<file path="src/rtl/dmem_pkg.sv">
// Shared definitions for the data-memory port arbiter: RV32 load/store width
// codes, requester identifiers and the issue-stage record.
package dmem_pkg;

    localparam int DMEM_ADDR_W = 9;
    localparam int DMEM_DATA_W = 32;

    localparam logic [2:0] F3_B  = 3'b000;
    localparam logic [2:0] F3_H  = 3'b001;
    localparam logic [2:0] F3_W  = 3'b010;
    localparam logic [2:0] F3_BU = 3'b100;
    localparam logic [2:0] F3_HU = 3'b101;

    typedef enum logic {
        PORT_CORE = 1'b0,
        PORT_DMA  = 1'b1
    } port_id_t;

    typedef struct packed {
        logic                   valid;
        port_id_t               port;
        logic                   we;
        logic                   err;
        logic [DMEM_ADDR_W-1:0] addr;
        logic [DMEM_DATA_W-1:0] wdata;
        logic [2:0]             funct3;
    } issue_t;

endpackage

</file>
<file path="src/rtl/dmem_port_arbiter_if.sv">
// Bundle of both requester ports plus the datamemory-facing signals.
interface dmem_port_arbiter_if #(
    parameter int DM_ADDRESS = 9,
    parameter int DATA_W     = 32
);
    logic                  p0_req;
    logic                  p0_we;
    logic [DM_ADDRESS-1:0] p0_addr;
    logic [DATA_W-1:0]     p0_wdata;
    logic [2:0]            p0_funct3;
    logic                  p0_gnt;
    logic                  p0_rvalid;
    logic [DATA_W-1:0]     p0_rdata;
    logic                  p0_err;

    logic                  p1_req;
    logic                  p1_we;
    logic [DM_ADDRESS-1:0] p1_addr;
    logic [DATA_W-1:0]     p1_wdata;
    logic [2:0]            p1_funct3;
    logic                  p1_gnt;
    logic                  p1_rvalid;
    logic [DATA_W-1:0]     p1_rdata;
    logic                  p1_err;

    logic                  mem_read;
    logic                  mem_write;
    logic [DM_ADDRESS-1:0] mem_a;
    logic [DATA_W-1:0]     mem_wd;
    logic [2:0]            mem_funct3;
    logic [DATA_W-1:0]     mem_rd;

    // Arbiter side
    modport slave (
        input  p0_req, p0_we, p0_addr, p0_wdata, p0_funct3,
        output p0_gnt, p0_rvalid, p0_rdata, p0_err,
        input  p1_req, p1_we, p1_addr, p1_wdata, p1_funct3,
        output p1_gnt, p1_rvalid, p1_rdata, p1_err,
        output mem_read, mem_write, mem_a, mem_wd, mem_funct3,
        input  mem_rd
    );

    // Requesters plus memory model side
    modport master (
        output p0_req, p0_we, p0_addr, p0_wdata, p0_funct3,
        input  p0_gnt, p0_rvalid, p0_rdata, p0_err,
        output p1_req, p1_we, p1_addr, p1_wdata, p1_funct3,
        input  p1_gnt, p1_rvalid, p1_rdata, p1_err,
        input  mem_read, mem_write, mem_a, mem_wd, mem_funct3,
        output mem_rd
    );

endinterface

</file>
<file path="src/rtl/dmem_align_check.sv">
// Flags accesses whose width code is unknown for the direction or whose
// address is not naturally aligned for that width.
module dmem_align_check
    import dmem_pkg::*;
(
    input  logic [2:0] funct3,
    input  logic [1:0] addr_lo,
    input  logic       we,
    output logic       err
);

    always_comb begin
        err = 1'b1;
        case (funct3)
            F3_B:    err = 1'b0;
            F3_H:    err = addr_lo[0];
            F3_W:    err = |addr_lo;
            // Unsigned widths exist only for loads
            F3_BU:   err = we;
            F3_HU:   err = we | addr_lo[0];
            default: err = 1'b1;
        endcase
    end

endmodule

</file>
<file path="src/rtl/dmem_port_arbiter.sv">
// Two-port arbiter in front of datamemory: grant in cycle T, memory access in
// T+1, load/error response pulse in T+2. Port 1 wins after STARVE_LIMIT losses.
module dmem_port_arbiter
    import dmem_pkg::*;
#(
    parameter int DM_ADDRESS   = 9,
    parameter int DATA_W       = 32,
    parameter int STARVE_LIMIT = 4
) (
    input  logic                clk,
    input  logic                reset,
    dmem_port_arbiter_if.slave  bus
);

    localparam int CNT_W = $clog2(STARVE_LIMIT + 1);
    localparam logic [CNT_W-1:0] LIMIT_C = CNT_W'(STARVE_LIMIT);

    logic [CNT_W-1:0]  starve_cnt_reg, starve_cnt_next;
    logic              p1_wins;
    logic              any_req;
    logic              sel_we;
    logic [DM_ADDRESS-1:0] sel_addr;
    logic [DATA_W-1:0] sel_wdata;
    logic [2:0]        sel_funct3;
    logic              sel_err;

    issue_t            issue_reg, issue_next;

    logic              resp_valid_reg;
    port_id_t          resp_port_reg;
    logic              resp_err_reg;
    logic [DATA_W-1:0] resp_data_reg;

    always_comb begin
        any_req = bus.p0_req | bus.p1_req;
        p1_wins = bus.p1_req && (!bus.p0_req || (starve_cnt_reg == LIMIT_C));
    end

    assign bus.p0_gnt = bus.p0_req && !p1_wins;
    assign bus.p1_gnt = p1_wins;

    always_comb begin
        sel_we     = p1_wins ? bus.p1_we     : bus.p0_we;
        sel_addr   = p1_wins ? bus.p1_addr   : bus.p0_addr;
        sel_wdata  = p1_wins ? bus.p1_wdata  : bus.p0_wdata;
        sel_funct3 = p1_wins ? bus.p1_funct3 : bus.p0_funct3;
    end

    dmem_align_check u_align (
        .funct3  (sel_funct3),
        .addr_lo (sel_addr[1:0]),
        .we      (sel_we),
        .err     (sel_err)
    );

    // Any cycle port 1 is not waiting (granted or idle) restarts the count
    always_comb begin
        starve_cnt_next = starve_cnt_reg;
        if (!bus.p1_req || p1_wins) begin
            starve_cnt_next = '0;
        end else if (starve_cnt_reg != LIMIT_C) begin
            starve_cnt_next = starve_cnt_reg + CNT_W'(1);
        end
    end

    // Idle cycles clear only valid so the memory-side fields hold their last value
    always_comb begin
        issue_next       = issue_reg;
        issue_next.valid = 1'b0;
        if (any_req) begin
            issue_next.valid  = 1'b1;
            issue_next.port   = p1_wins ? PORT_DMA : PORT_CORE;
            issue_next.we     = sel_we;
            issue_next.err    = sel_err;
            issue_next.addr   = DMEM_ADDR_W'(sel_addr);
            issue_next.wdata  = DMEM_DATA_W'(sel_wdata);
            issue_next.funct3 = sel_funct3;
        end
    end

    always_ff @(posedge clk or posedge reset) begin
        if (reset) begin
            starve_cnt_reg <= '0;
            issue_reg      <= '0;
            resp_valid_reg <= 1'b0;
            resp_port_reg  <= PORT_CORE;
            resp_err_reg   <= 1'b0;
            resp_data_reg  <= '0;
        end else begin
            starve_cnt_reg <= starve_cnt_next;
            issue_reg      <= issue_next;
            resp_valid_reg <= issue_reg.valid && (!issue_reg.we || issue_reg.err);
            resp_port_reg  <= issue_reg.port;
            resp_err_reg   <= issue_reg.err;
            resp_data_reg  <= issue_reg.err ? '0 : bus.mem_rd;
        end
    end

    assign bus.mem_read   = issue_reg.valid && !issue_reg.we && !issue_reg.err;
    assign bus.mem_write  = issue_reg.valid &&  issue_reg.we && !issue_reg.err;
    assign bus.mem_a      = DM_ADDRESS'(issue_reg.addr);
    assign bus.mem_wd     = DATA_W'(issue_reg.wdata);
    assign bus.mem_funct3 = issue_reg.funct3;

    logic              rvalid_vec [2];
    logic              err_vec    [2];
    logic [DATA_W-1:0] rdata_vec  [2];

    // Response fields are gated so the non-addressed port reads all zeros
    for (genvar gi = 0; gi < 2; gi++) begin : g_resp
        assign rvalid_vec[gi] = resp_valid_reg && (resp_port_reg == port_id_t'(gi));
        assign err_vec[gi]    = rvalid_vec[gi] && resp_err_reg;
        assign rdata_vec[gi]  = rvalid_vec[gi] ? resp_data_reg : '0;
    end

    assign bus.p0_rvalid = rvalid_vec[0];
    assign bus.p0_err    = err_vec[0];
    assign bus.p0_rdata  = rdata_vec[0];
    assign bus.p1_rvalid = rvalid_vec[1];
    assign bus.p1_err    = err_vec[1];
    assign bus.p1_rdata  = rdata_vec[1];

endmodule
</file>
<file path="src/flat_wrapper.sv">
// flat-port wrapper written by rule: the top's interface ports become plain ports
module dmem_port_arbiter_flat import dmem_pkg::*;
#(
    parameter int DM_ADDRESS   = 9,
    parameter int DATA_W       = 32,
    parameter int STARVE_LIMIT = 4
)
  (clk, reset, bus_p0_req, bus_p0_we, bus_p0_addr, bus_p0_wdata, bus_p0_funct3, bus_p0_gnt, bus_p0_rvalid, bus_p0_rdata, bus_p0_err, bus_p1_req, bus_p1_we, bus_p1_addr, bus_p1_wdata, bus_p1_funct3, bus_p1_gnt, bus_p1_rvalid, bus_p1_rdata, bus_p1_err, bus_mem_read, bus_mem_write, bus_mem_a, bus_mem_wd, bus_mem_funct3, bus_mem_rd);
  dmem_port_arbiter_if #(.DM_ADDRESS(DM_ADDRESS), .DATA_W(DATA_W)) bus_i ();
  input  logic clk;
  input  logic reset;
  input wire logic [$bits(bus_i.p0_req)-1:0] bus_p0_req;
  input wire logic [$bits(bus_i.p0_we)-1:0] bus_p0_we;
  input wire logic [$bits(bus_i.p0_addr)-1:0] bus_p0_addr;
  input wire logic [$bits(bus_i.p0_wdata)-1:0] bus_p0_wdata;
  input wire logic [$bits(bus_i.p0_funct3)-1:0] bus_p0_funct3;
  output wire logic [$bits(bus_i.p0_gnt)-1:0] bus_p0_gnt;
  output wire logic [$bits(bus_i.p0_rvalid)-1:0] bus_p0_rvalid;
  output wire logic [$bits(bus_i.p0_rdata)-1:0] bus_p0_rdata;
  output wire logic [$bits(bus_i.p0_err)-1:0] bus_p0_err;
  input wire logic [$bits(bus_i.p1_req)-1:0] bus_p1_req;
  input wire logic [$bits(bus_i.p1_we)-1:0] bus_p1_we;
  input wire logic [$bits(bus_i.p1_addr)-1:0] bus_p1_addr;
  input wire logic [$bits(bus_i.p1_wdata)-1:0] bus_p1_wdata;
  input wire logic [$bits(bus_i.p1_funct3)-1:0] bus_p1_funct3;
  output wire logic [$bits(bus_i.p1_gnt)-1:0] bus_p1_gnt;
  output wire logic [$bits(bus_i.p1_rvalid)-1:0] bus_p1_rvalid;
  output wire logic [$bits(bus_i.p1_rdata)-1:0] bus_p1_rdata;
  output wire logic [$bits(bus_i.p1_err)-1:0] bus_p1_err;
  output wire logic [$bits(bus_i.mem_read)-1:0] bus_mem_read;
  output wire logic [$bits(bus_i.mem_write)-1:0] bus_mem_write;
  output wire logic [$bits(bus_i.mem_a)-1:0] bus_mem_a;
  output wire logic [$bits(bus_i.mem_wd)-1:0] bus_mem_wd;
  output wire logic [$bits(bus_i.mem_funct3)-1:0] bus_mem_funct3;
  input wire logic [$bits(bus_i.mem_rd)-1:0] bus_mem_rd;
  assign bus_i.p0_req = bus_p0_req;
  assign bus_i.p0_we = bus_p0_we;
  assign bus_i.p0_addr = bus_p0_addr;
  assign bus_i.p0_wdata = bus_p0_wdata;
  assign bus_i.p0_funct3 = bus_p0_funct3;
  assign bus_p0_gnt = bus_i.p0_gnt;
  assign bus_p0_rvalid = bus_i.p0_rvalid;
  assign bus_p0_rdata = bus_i.p0_rdata;
  assign bus_p0_err = bus_i.p0_err;
  assign bus_i.p1_req = bus_p1_req;
  assign bus_i.p1_we = bus_p1_we;
  assign bus_i.p1_addr = bus_p1_addr;
  assign bus_i.p1_wdata = bus_p1_wdata;
  assign bus_i.p1_funct3 = bus_p1_funct3;
  assign bus_p1_gnt = bus_i.p1_gnt;
  assign bus_p1_rvalid = bus_i.p1_rvalid;
  assign bus_p1_rdata = bus_i.p1_rdata;
  assign bus_p1_err = bus_i.p1_err;
  assign bus_mem_read = bus_i.mem_read;
  assign bus_mem_write = bus_i.mem_write;
  assign bus_mem_a = bus_i.mem_a;
  assign bus_mem_wd = bus_i.mem_wd;
  assign bus_mem_funct3 = bus_i.mem_funct3;
  assign bus_i.mem_rd = bus_mem_rd;
  dmem_port_arbiter #(.DM_ADDRESS(DM_ADDRESS), .DATA_W(DATA_W), .STARVE_LIMIT(STARVE_LIMIT)) u_core (.clk(clk), .reset(reset), .bus(bus_i));
endmodule
</file>
<file path="config.mk">
export PLATFORM = sky130hd
export DESIGN_NAME = dmem_port_arbiter_flat
export DESIGN_NICKNAME = d
export VERILOG_FILES = /design/src/rtl/dmem_pkg.sv /design/src/rtl/dmem_port_arbiter_if.sv /design/src/rtl/dmem_align_check.sv /design/src/rtl/dmem_port_arbiter.sv /design/src/flat_wrapper.sv
export SDC_FILE = /design/constraint.sdc
export NUM_CORES = 1
export LEC_CHECK = 0
export ABC_CLOCK_PERIOD_IN_PS = 3900
export CORE_MARGIN = 10
export CORE_UTILIZATION = 36
export DETAILED_ROUTE_END_ITERATION = 12
export GPL_ROUTABILITY_DRIVEN = 0
export PLACE_DENSITY = 0.78
export SYNTH_ARGS = -nofsm -noshare
export SYNTH_HDL_FRONTEND = slang
export SYNTH_SLANG_ARGS = --single-unit
</file>
<file path="constraint.sdc">
create_clock -name clk -period 3.9 [get_ports clk]
set_clock_uncertainty 0.1 [all_clocks]
set_input_delay 0.975 -clock clk [delete_from_list [all_inputs] [get_ports clk]]
set_output_delay 0.975 -clock clk [all_outputs]
set_load 0.03 [all_outputs]
</file>
==> results.md, run 1 <==
Worst setup path:
- The type of element capturing the critical path is an output pin.
- The required time at the endpoint of the critical path is 2.82 ns.
- The worst flop-to-flop path endpoint is u_core.bus.mem_wd[26]$_DFFE_PP0P_.
- The buffer and inverter count on the worst path is 2.
- The most critical setup path has its endpoint at bus_p0_gnt.
- The startpoint of the worst setup timing path is bus_p0_req.
- Counting cells, the worst reg-to-reg path comes to 6.
- The slowest cell on the critical path is clkdlybuf4s50_1.
- The critical path data arrival time is 2.22 ns.
- By startpoint and endpoint, the worst setup path is classified as input port to output pin.
- The largest single stage delay on the critical path is 0.58 ns.
- Counting buffers and inverters, the worst setup path is 4 cells deep.
- Across all register-to-register paths, the minimum setup slack is 1.99 ns.
- The cell family with the largest share of critical-path delay is buffers and inverters.
- The signal on the critical path passes through clkdlybuf4s50_1 -> a21bo_1 -> a21oi_4 -> buf_4.
- The beginning of the worst register-to-register path is u_core.starve_cnt_reg[0]$_DFFE_PP0P_.
- The worst setup path is launched from an input port.
- Along the worst path, the maximum fanout reaches 5.

Power and ir drop:
- The switching power summed over all nets is 0.804 mW.
- The share of total power in combinational logic is 27.3%.
- The switching power as a share of total power is 30.5%.
- The internal power is 1.83 mW.
- The static power due to leakage is 3.08 nW.
- The clock network is responsible for 33.0% of the overall power.
- The total power of the final layout is 2.64 mW.
- The share of total power dissipated in sequential elements is 39.6%.
- The worst vdd rail ir drop is 238 uV.
- Dividing total power by cell area gives a power density of 394 nW/um^2.

Worst hold path:
- The path class of the tightest hold or removal check is register to register.
- The worst hold path depth is 0.

STA:
- The total of endpoints with negative setup slack in the final report is 0.
- In the finished design, the share of the clock period the worst path needs comes to 84.5%.
- The count of final max-slew check failures was 0.
- The post-layout minimum cycle time is 3.30 ns.
- Summed over all failing endpoints, the final setup total negative slack is 0 ns.
- At the pin with the least slew margin, the transition time is 0.929 ns.
- The worst slew margin relative to its limit is 38.0%.
- Setup repair after global routing left no endpoint under its margin.
- The count of final hold-check violations is 0.
- The maximum clock rate is 303 MHz.
- The worst hold slack is 0.293 ns.

Clocking:
- TritonCTS built the clock tree.
- After clock tree synthesis, the repair step resized 0 gates.
- The deepest clock path buffer count is 2.
- The buffer cell driving the clock tree root is clkbuf_16.
- The clock latency reported for the late side of the worst-skew pair is 0.34 ns.
- After clock tree synthesis, the clock-pin slew on the worst setup and hold paths is 0.07 ns.
- The TritonCTS buffer count is 9.
- The CTS H-tree depth is 3.
- The number of clock sinks is 86.
- The number of hold buffers added after cts is 0.
- The number of setup buffers added after CTS is 0.

Outcome:
- The run finished with clean final reports.

Die:
- 242 I/O pins were placed.
- The initial standard-cell utilization of the core is 37.0%.
- The region available for standard cell placement spans 11500 sq um.
- The die covers 16500 sq um.
- The die extent in x is 129 um.
- The die is 129 um tall.
- The site row count is 39.

Route:
- Summing over every cut layer, the via total after detailed routing is 3676.
- In the final routed layout, each cell accounts on average for 19.5 um.
- The total length of routed wires is 14300 um.
- The count of routing violations after the opening detailed-route iteration is 202.
- The detail route stage leaves a number of antenna-violating nets equal to 0.
- The number of vias per cell after detailed routing is 5.03.
- The DRC violation count after routing is 0.
- The first TritonRoute pass finished after 4 iterations.

Global route:
- The number of global-route vias before repair is 3806.
- The final global-route overflow total is 0.
- The pin count of the biggest net entering global routing is 55.
- The overall global routing resource usage is 16.3%.
- The first-pass GRT wire length is 21200 um.
- The number of antenna violations at the first check in global routing is 0.

Final layout:
- The post-layout net count is 711.
- Of the cells placed in the final design, the portion with a size suffix greater than 1 is 11.1%.
- The area growth from synthesis to layout is 57.5%.
- The commonest non-fill, non-tap cell in the layout is clkdlybuf4s50_1.
- 0 antenna diodes ended up in the layout.
- Counting the fill cells in the layout gives 974.
- The library cells used most frequently in the layout, excluding fill and tap cells, are 206 x clkdlybuf4s50_1, 86 x dfrtp_1, 73 x and3_1, 40 x a221o_1, 40 x buf_4.

Job:
- The max capacitance violation total is 0.

Synth:
- The distinct cell type count after synthesis is 27.
- The register area share after synthesis is 50.7%.
- After synthesis, the mean cell area works out to 10.7 sq um.
- The number of standard cells after synthesis is 397.
- The net count of the mapped netlist is 525.
- For this run, the number of Yosys warnings is 0.
- In this run, synthesis produced a sequential element count of 86.
- In this run the cell area of the synthesized design comes to 4240 sq um.

Place:
- The total of buffers placed on input and output ports is 241.
- Detailed placement ended at an HPWL of 11500 um.
how the worst min path moves through the flow:
| stage | start | endpoint |
|---|---|---|
| 2_1_floorplan | u_core.issue_reg[46]$_DFFE_PP0P_ | u_core.resp_port_reg$_DFF_PP0_ |
| 3_3_place_gp | u_core.issue_reg[46]$_DFFE_PP0P_ | u_core.resp_port_reg$_DFF_PP0_ |
| 3_5_place_dp | u_core.issue_reg[46]$_DFFE_PP0P_ | u_core.resp_port_reg$_DFF_PP0_ |
| 4_1_cts | u_core.issue_reg[46]$_DFFE_PP0P_ | u_core.resp_port_reg$_DFF_PP0_ |
| 5_1_grt | u_core.issue_reg[46]$_DFFE_PP0P_ | u_core.resp_port_reg$_DFF_PP0_ |
| 6_report | u_core.issue_reg[46]$_DFFE_PP0P_ | u_core.resp_port_reg$_DFF_PP0_ |
power by group through the flow:
| stage | combinational (mW) | sequential (mW) | clock, mW |
|---|---|---|---|
| after floorplan | 0.456 | 1.03 | 0 |
| after global placement | 0.720 | 1.05 | 0 |
| after detailed placement | 0.732 | 1.06 | 0 |
| after CTS | 0.732 | 1.04 | 0.892 |
| after global routing | 0.769 | 1.06 | 0.946 |
| final | 0.721 | 1.04 | 0.871 |
synthesized netlist by cell type:
cell / count / share of area (%)
and3_1: 73 / 11
a21oi_1: 1 / 0.12
inv_1: 7 / 0.62
nand2_1: 1 / 0.088
buf_6: 5 / 1.3
o21ai_0: 6 / 0.71
a21o_1: 1 / 0.18
dfrtp_1: 86 / 51
nor2b_1: 33 / 4.9
a221o_1: 40 / 9.4
clkbuf_1: 20 / 1.8
nor3_1: 1 / 0.12
a221oi_1: 2 / 0.41
a21bo_1: 1 / 0.24
nand3_1: 7 / 0.83
nor4_1: 3 / 0.44
buf_4: 47 / 8.3
inv_2: 2 / 0.18
a21oi_4: 1 / 0.38
nor2_1: 11 / 0.97
ha_1: 2 / 0.59
and2_1: 34 / 5.0
buf_2: 3 / 0.35
a31oi_1: 6 / 0.88
a21boi_1: 1 / 0.18
a21boi_0: 1 / 0.18
nor3b_1: 2 / 0.35
worst reg2reg max path, cell delays in order, from the launching register on:
cell	delay [ns]
dfrtp_1	0.38
inv_1	0.06
ha_1	0.24
a21bo_1	0.22
a21oi_4	0.20
buf_4	0.41
a221o_1	0.25
per-stage QoR:
step | utilization [%] | worst slack [ns] | area (sq um) | cells
2_1_floorplan | - | 0.603 | 4240 | 397
3_3_place_gp | 55.6 | 0.627 | 6370 | 715
3_5_place_dp | 55.6 | 0.603 | 6370 | 715
4_1_cts | 58.3 | 0.604 | 6680 | 731
5_1_grt | 58.3 | 0.538 | 6680 | 731
6_report | 58.3 | 0.604 | 6680 | 731
final cells by class:
class | instances | area [sq um] | area share (%)
Tap cell | 143 | 179 | 2.68
Multi-Input combinational cell | 227 | 1570 | 23.4
Timing Repair Buffer | 250 | 2440 | 36.5
Inverter | 9 | 35.0 | 0.524
Clock buffer | 9 | 225 | 3.37
Sequential cell | 86 | 2150 | 32.2
Clock inverter | 7 | 82.6 | 1.24
routing by layer:
metal	track usage (%)	vias up	share of wire, %
met5	0	-	0
met4	5.04	0	1.3
met3	10.0	17	16
met2	25.9	220	45
met1	17.8	1699	37
li1	-	1740	-
logic make-up after synthesis:
group	Yosys count	synth area share, %
AOI/OAI and AO/OA	60	12.7
buffers and inverters	84	12.6
adders and majority gates	2	0.590
DFF	86	50.7
and+or+nand+nor	165	23.4
Power figures use the tool's default switching activity.
==> run 2: changes to the inputs <==
--- a/config.mk
+++ b/config.mk
@@ -5,7 +5,7 @@
 export SDC_FILE = /design/constraint.sdc
 export NUM_CORES = 1
 export LEC_CHECK = 0
-export ABC_CLOCK_PERIOD_IN_PS = 3900
+export ABC_CLOCK_PERIOD_IN_PS = 3200
 export CORE_MARGIN = 10
 export CORE_UTILIZATION = 36
 export DETAILED_ROUTE_END_ITERATION = 12
==> constraint.sdc (replaced) <==
create_clock -name clk -period 3.2 [get_ports clk]
set_clock_uncertainty 0.1 [all_clocks]
set_input_delay 0.8 -clock clk [delete_from_list [all_inputs] [get_ports clk]]
set_output_delay 0.8 -clock clk [all_outputs]
set_load 0.03 [all_outputs]
==> results.md, run 2 (same netlist as run 1, synthesis figures left out) <==
Outcome:
- The flow ran to the end, and the final reports show no timing, DRC or antenna violations.

Global route:
- The overall global routing resource usage is 16.4% (+0.066 points).
- The pin count of the biggest net entering global routing is 54 (-1.8%).
- The final global-route overflow total came to 0 (unchanged).
- The number of antenna violations at the first check in global routing came to 0 (unchanged).
- The number of global-route vias before repair came to 3821 (+0.39%).
- The first-pass GRT wire length came to 21500 um (+1.6%).

Worst hold path:
- The worst hold path depth is 0 (unchanged).
- The min-delay analysis places its worst path in the category register to register.

Route:
- The total length of routed wires came to 14300 um (+0.11%).
- The DRC violation count after routing is 0 (unchanged).
- The number of vias per cell after detailed routing is 5.06 (+0.70%).
- The routed wire length per instance is 19.4 um (-0.30%).
- The number of search-and-repair iterations in the first detailed-routing pass is 4 (unchanged).
- The final antenna-violating net count is 0 (unchanged).
- The count of routing violations after the opening detailed-route iteration is 196 (-3.0%).
- The total number of vias came to 3717 (+1.1%).

Final layout:
- Compared with the post-synthesis result, the final layout area differs by 57.7%.
- The share of post-route cells with drive strength above 1 is 11.7% (+0.62 points).
- Leaving out fill and tap cells, the most frequent cells in the layout are 205 x clkdlybuf4s50_1, 86 x dfrtp_1, 73 x and3_1, 44 x buf_4, 40 x a221o_1.
- The number of fillers in the final layout was 966 (-0.82%).
- The post-layout net count came to 714 (+0.42%).
- The commonest non-fill, non-tap cell in the layout is clkdlybuf4s50_1.
- The number of diodes added for antenna fixing is 0 (unchanged).

STA:
- The worst slew margin relative to its limit is 69.8% (+32 points).
- The final worst slack was 0.250 ns (-0.354 ns).
- The count of final max-slew check failures is 0 (unchanged).
- The actual transition at the worst max-transition pin is 0.453 ns (-0.476 ns).
- The final total negative setup slack is 0 ns (unchanged).
- The post-layout minimum cycle time is 2.95 ns.
- The count of final hold-check violations came to 0 (unchanged).
- Derived from the worst setup path, the maximum achievable clock frequency is 339 MHz.
- Setup repair after global routing left no endpoint under its margin.
- The share of the clock period used by the worst path after layout is 92.2%.
- The total of endpoints with negative setup slack in the final report is 0 (unchanged).

Die:
- The site row count is 39 (unchanged).
- The die boundary height is 129 um (unchanged).
- The die footprint is 16500 sq um (unchanged).
- The die extent in x came to 129 um (unchanged).
- The number of top-level pins came to 242 (unchanged).
- The core region area came to 11500 sq um (unchanged).
- The initial standard-cell utilization of the core came to 37.0% (unchanged).

Worst setup path:
- STA classifies the critical path startpoint as an input port.
- The critical path data arrival time is 2.05 ns (-0.17 ns).
- The maximum fanout count along the critical path came to 5 (unchanged).
- The type of element capturing the critical path is an output pin.
- The type of the worst setup path is input port to output pin.
- The required time at the endpoint of the critical path is 2.30 ns (-0.52 ns).
- The number of cells traversed by the worst register-to-register path is 6 (unchanged).

Clocking:
- The deepest clock path buffer count is 2 (unchanged).
- The number of clock sinks came to 86 (unchanged).
- The number of setup buffers added after CTS is 0 (unchanged).
- The number of hold buffers added after cts is 0 (unchanged).
- The tree is rooted in a clkbuf_16.
- The TritonCTS buffer count is 9 (unchanged).
- The post-CTS clock slew at the launch and capture registers of the worst setup and hold paths is 0.06 ns (about the same).
- The CTS H-tree depth is 3 (unchanged).
- The number of gates resized after CTS is 0 (unchanged).
- TritonCTS built the clock tree.
- The clock latency reported for the late side of the worst-skew pair is 0.33 ns (about the same).

Job:
- The max capacitance violation total was 0 (unchanged).

Place:
- The worst setup slack after placement came to 0.242 ns (-0.360 ns).
- The total of buffers placed on input and output ports is 241 (unchanged).
- The HPWL reported at the end of detailed placement is 11500 um (-0.27%).

Power and ir drop:
- The static power due to leakage came to 3.09 nW (+0.24%).
- The power density normalized to cell area is 476 nW/um^2 (+21%).
- The worst vdd rail ir drop was 335 uV (+41%).
==> run 2: where the power goes <==
| group | leakage [nW] | internal, mW | switching, mW |
|---|---|---|---|
| combinational | 1.89 | 0.428 | 0.475 |
| clock | 0.142 | 0.607 | 0.422 |
| sequential | 1.06 | 1.19 | 0.0594 |
==> run 2: cell type report <==
| type | count | area, sq um | area share, % |
|---|---|---|---|
| clock inverter | 7 | 72.6 | 1.08 |
| tap | 143 | 179 | 2.67 |
| sequential | 86 | 2150 | 32.2 |
| clock buffer | 9 | 225 | 3.37 |
| multi-input combinational | 227 | 1570 | 23.4 |
| inverter | 9 | 35.0 | 0.523 |
| timing repair buffer | 253 | 2460 | 36.8 |
==> run 2: final timing paths <==
check | slack [ns] | endpoint | start
worst max-delay path | 0.25 | bus_p0_gnt | bus_p0_req
worst min-delay path | 0.30 | u_core.resp_port_reg$_DFF_PP0_ | u_core.issue_reg[46]$_DFFE_PP0P_
worst max register to register | 1.28 | u_core.bus.mem_wd[18]$_DFFE_PP0P_ | u_core.starve_cnt_reg[0]$_DFFE_PP0P_
worst min register to register | 0.30 | u_core.resp_port_reg$_DFF_PP0_ | u_core.issue_reg[46]$_DFFE_PP0P_
max in group asynchronous | 1.90 | u_core.resp_data_reg[16]$_DFF_PP0_ | reset
min in group asynchronous | 0.74 | u_core.bus.mem_wd[1]$_DFFE_PP0P_ | reset
==> run 2: per-stage QoR <==
step	hold WS, ns	utilization [%]	instance area (sq um)	total power, mW	cells
floorplan	0.254	-	4240	1.81	397
global placement	0.270	55.8	6390	2.17	718
global route	0.302	58.4	6690	3.34	734
finish	0.296	58.4	6690	3.19	734
detailed placement	0.282	55.8	6390	2.19	718
CTS	0.295	58.4	6690	3.23	734
==> run 2: critical path: stages <==
cell and delay [ns]:
clkdlybuf4s50_1 0.58, a21bo_1 0.28, a21oi_4 0.20, buf_4 0.19
==> run 2: per-layer routing <==
layer	track usage (%)	up-vias	wire [um]
li1	-	1737	-
met1	17.6	1744	5310
met2	25.7	221	6440
met3	10.9	15	2320
met4	4.91	0	198
met5	0	-	0
